[config.mk]
export PLATFORM = sky130hd
export DESIGN_NAME = truth_table_sweeper
export DESIGN_NICKNAME = d
export VERILOG_FILES = /design/src/rtl/truth_table_sweeper.sv
export SDC_FILE = /design/constraint.sdc
export NUM_CORES = 1
export LEC_CHECK = 0
export ABC_AREA = 0
export CAP_MARGIN = 20
export CORE_MARGIN = 2
export CORE_UTILIZATION = 42
export CTS_CLUSTER_DIAMETER = 40
export DETAILED_ROUTE_END_ITERATION = 10
export GPL_ROUTABILITY_DRIVEN = 0
export PLACE_DENSITY = 0.72
export SLEW_MARGIN = 10
export SYNTH_ARGS = -nofsm -noshare
export SYNTH_HDL_FRONTEND = slang
export SYNTH_SLANG_ARGS = --single-unit
[constraint.sdc]
create_clock -name clk -period 2.5 [get_ports clk]
set_clock_uncertainty 0.05 [all_clocks]
set_input_delay 0.5 -clock clk [delete_from_list [all_inputs] [get_ports clk]]
set_output_delay 0.5 -clock clk [all_outputs]
set_load 0.01 [all_outputs]
[src/rtl/truth_table_sweeper.sv]
// truth_table_sweeper: steps a 4-input function through rows 0..15, captures each
// settled result onto a valid/ready stream and folds accepted rows into a signature.
module truth_table_sweeper #(
    parameter int SETTLE = 4,
    parameter int NOUT   = 5
) (
    input  logic            clk,
    input  logic            rst_n,
    input  logic            start,
    input  logic            abort,
    output logic [3:0]      dut_in,
    input  logic [NOUT-1:0] dut_out,
    output logic            row_valid,
    input  logic            row_ready,
    output logic [3:0]      row_index,
    output logic [NOUT-1:0] row_data,
    output logic            busy,
    output logic            done,
    output logic [15:0]     signature
);
    localparam logic [1:0] S_IDLE  = 2'd0;
    localparam logic [1:0] S_APPLY = 2'd1;
    localparam logic [1:0] S_SEND  = 2'd2;
    localparam logic [1:0] S_DONE  = 2'd3;
    localparam logic [7:0] RELOAD  = 8'(SETTLE - 1);

    logic [1:0] state;
    logic [7:0] cnt;

    assign dut_in = row_index;
    assign busy   = (state == S_APPLY) || (state == S_SEND);
    assign done   = (state == S_DONE);

    always_ff @(posedge clk or negedge rst_n) begin
        if (!rst_n) begin
            state     <= S_IDLE;
            cnt       <= '0;
            row_index <= '0;
            row_data  <= '0;
            row_valid <= 1'b0;
            signature <= '0;
        end else if (abort) begin
            state     <= S_IDLE;
            row_valid <= 1'b0;
            row_index <= '0;
        end else begin
            case (state)
                S_IDLE: begin
                    row_index <= '0;
                    if (start) begin
                        state     <= S_APPLY;
                        signature <= '0;
                        cnt       <= RELOAD;
                    end
                end
                S_APPLY: begin
                    if (cnt == 8'd0) begin
                        row_data  <= dut_out;
                        row_valid <= 1'b1;
                        state     <= S_SEND;
                    end else begin
                        cnt <= cnt - 8'd1;
                    end
                end
                S_SEND: begin
                    if (row_ready) begin
                        signature <= {signature[14:0], signature[15]} ^ 16'(row_data);
                        row_valid <= 1'b0;
                        if (row_index == 4'd15) begin
                            state <= S_DONE;
                        end else begin
                            row_index <= row_index + 4'd1;
                            cnt       <= RELOAD;
                            state     <= S_APPLY;
                        end
                    end
                end
                S_DONE: begin
                    state     <= S_IDLE;
                    row_index <= '0;
                end
            endcase
        end
    end
endmodule

==> run summary <==
Cell Area, Placed: 2250 um2
Die area: 4860 um2
Max Cap Viol: 0
Post-CTS sizing: 0
CTS Sinks: 36
First-pass GRT wire length: 6.85 mm
Pint: 1.19 mW
#FFs+latches synth: 36
Port Buffers: 41
Hold path cells: 1
Synth top area cells: dfrtp_1, a22o_1, ha_1
CTS tree: built
Most frequent cells in the layout: clkdlybuf4s50_1, dfrtp_1, a22o_1
DPL Wire Length: 2.80 mm
Register area share after synthesis: 49.6%
Status: completed
Number of library cell types mapped by synthesis: 40
Largest net degree at the start of global routing: 37
Worst Setup Start Kind: flip-flop
Async SR Flop Fraction: 100%
CP max stage cell: or4_1
Busiest grt layer: met2
GR Util met3: 5.38%
Overflow after GRT: 0
Setup slack, reg-to-reg: 0.21 ns
Reg power frac: 40.3%
Vias per cell: 5.64
Core Region: 4090 um2
Number of flops mapped to enable cells by yosys: 0
CP startpoint: state[0]$_DFFE_PN0P_
Syn avg cell area: 11.1 um2
WP data arrival: 2.47 ns
WL per Instance: 15.2 um
Worst min path class: flip-flop to flip-flop
Hold Crit Start: state[1]$_DFFE_PN0P_
Final WS setup: 0.208 ns
Post-route cell area: 2340 um2
Pre-CTS setup slack: 0.120 ns
Total CTS buffers: 5
Core Rows: 23
Final WL: 3.86 mm
Post-synth design cell area: 1820 um2
Fmax achieved: 436 MHz
R2R Path Start: state[0]$_DFFE_PN0P_
Die width: 69.7 um
Worst Hold End: state[1]$_DFFE_PN0P_
CTS Hold Bufs: 0
Die Span Y: 69.7 um
Io pins: 42
Tot GR Track Use: 17.4%
Synth Warn #: 0
H-Tree Depth: 2
CP required: 2.68 ns
RSZ-0062 raised after global routing: no
Max VDD drop: 0.432 mV
Share of cells above drive strength 1: 10.8%
PwrDens: 805 nW/um2
Pins Over Slew Limit: 0
Final Core Density: 57.3%
Max incr delay on CP: 0.63 ns
Cells after Synth: 163
R2r worst-path depth: 6
Switching share of power: 36.8%
Static Leak: 1.05 nW
Clock share of power: 21.7%
Via count: 1,433
Layout area overhead: 28.9%
Mapped Nets: 181
CP max FO: 10
Ant. Diodes: 0
Post-route minimum period: 2.29 ns
Critical path endpoint category: flip-flop
Final Cycle Share: 91.7%
Initial antenna violation count: 0
Critical R2R Capture: cnt[3]$_DFFE_PN0P_
Initial Util: 44.4%
DR pass1 iterations: 4
Most common cell after layout, fill and taps aside: clkdlybuf4s50_1
Clk slew on worst S/H paths: 0.07 ns
Crit path cell chain: inv_1 > ha_1 > nor2b_1 > or4_1 > nor2_1 > a32o_1
Initial DRC Count: 91
Vias in the first global route: 1,458
Final setup fails: 0
Combinational Power Share: 38.0%
Net switching power: 0.693 mW
Worst-Margin Slew: 1.04 ns
Detail Route Antenna Nets: 0
M2 GR Usage: 27.4%
Ys flop type: dfrtp_1
CTS max path bufs: 2
Root buf cell: clkbuf_8
Met1 Resource Use GR: 22.9%
Post-CTS setup buffer count: 0
Share of the synthesized area in the top cell type: 49.6%
Setup TNS: 0 ns
Clk Latency, worst-skew pair: 0.29 ns
Number of remaining DRC errors: 0
Final Hold Viols: 0
Kind of critical path: flip-flop to flip-flop
Area leader, netlist: dfrtp_1
Max_slew headroom: 30.4%
Layout Nets: 221
-- synth_stat cells, types with 4 or more instances --
| library cell | count |
|---|---|
| o21ai_0 | 9 |
| inv_1 | 7 |
| nand2_1 | 7 |
| a21oi_1 | 4 |
| nor2_1 | 8 |
| buf_4 | 4 |
| ha_1 | 8 |
| o31ai_1 | 4 |
| nand3_1 | 5 |
| clkbuf_1 | 5 |
| nor2b_1 | 4 |
| a22o_1 | 17 |
| mux2_2 | 5 |
| xor2_1 | 5 |
| dfrtp_1 | 36 |
-- routing by layer --
layer  vias up  routed length (um)
met5         -                   0
met2        54                1770
met3         5                 237
met1       693                1790
li1        681                   -
met4         0                  53
-- per-stage QoR --
stage                     hold slack [ns]  power (mW)  cells
after floorplan                     0.154        1.23    163
after global placement              0.455        1.46    246
after detailed placement            0.462        1.49    246
after CTS                           0.472        1.90    254
after global routing                0.498        2.02    254
final                               0.472        1.88    254
-- worst max-delay path by stage --
stage | endpoint | cells past startpoint
6_report | cnt[3]$_DFFE_PN0P_ | 6
3_5_place_dp | signature[4]$_DFFE_PN0P_ | 5
4_1_cts | cnt[3]$_DFFE_PN0P_ | 6
5_1_grt | signature[4]$_DFFE_PN0P_ | 6
3_3_place_gp | signature[5]$_DFFE_PN0P_ | 5
2_1_floorplan | cnt[3]$_DFFE_PN0P_ | 6
-- cell families (layout without fill, tap and decap cells) --
logic type | count (synthesis) | after routing | synth area share [%]
AOI/OAI and AO/OA | 51 | 51 | 22.5
and+or+nand+nor | 40 | 40 | 12.2
DFF | 36 | 36 | 49.6
buffers and inverters | 18 | 59 | 4.69
adders and majority gates | 8 | 8 | 5.51
xor gates and xnor gates | 5 | 5 | 2.41
muxes | 5 | 5 | 3.10
-- state kept, by name (all words and copies together) (netlist names) --
| register | cells |
|---|---|
| row_data | 5 |
| signature | 16 |
| dut_in | 4 |
| row_valid | 1 |
| cnt | 8 |
| state | 2 |
-- power groups by stage --
stage                     clock [mW]  combinational [mW]  sequential, mW
after detailed placement           0               0.720           0.766
after global placement             0               0.695           0.761
final                          0.408               0.716           0.758
after CTS                      0.419               0.722           0.757
after floorplan                    0               0.470           0.764
after global routing           0.444               0.802           0.773
-- final cells by class --
class / count / area (um2)
flip-flops and latches: 36 / 901
well taps: 50 / 62.6
clock inverters: 3 / 18.8
multi-input cells: 109 / 830
clock buffers: 5 / 68.8
repair buffers: 44 / 433
inverters: 7 / 26.3
fillers: 349 / 1750
-- critical path, delay by kind of cell (launching register included) --
| kind | cells | cell delay (ns) |
|---|---|---|
| buf+inv | 1 | 0.12 |
| simple gates | 3 | 1.11 |
| flops | 1 | 0.42 |
| fa+ha+maj | 1 | 0.32 |
| compound gates | 1 | 0.20 |
(Power assumes the default switching activity.)
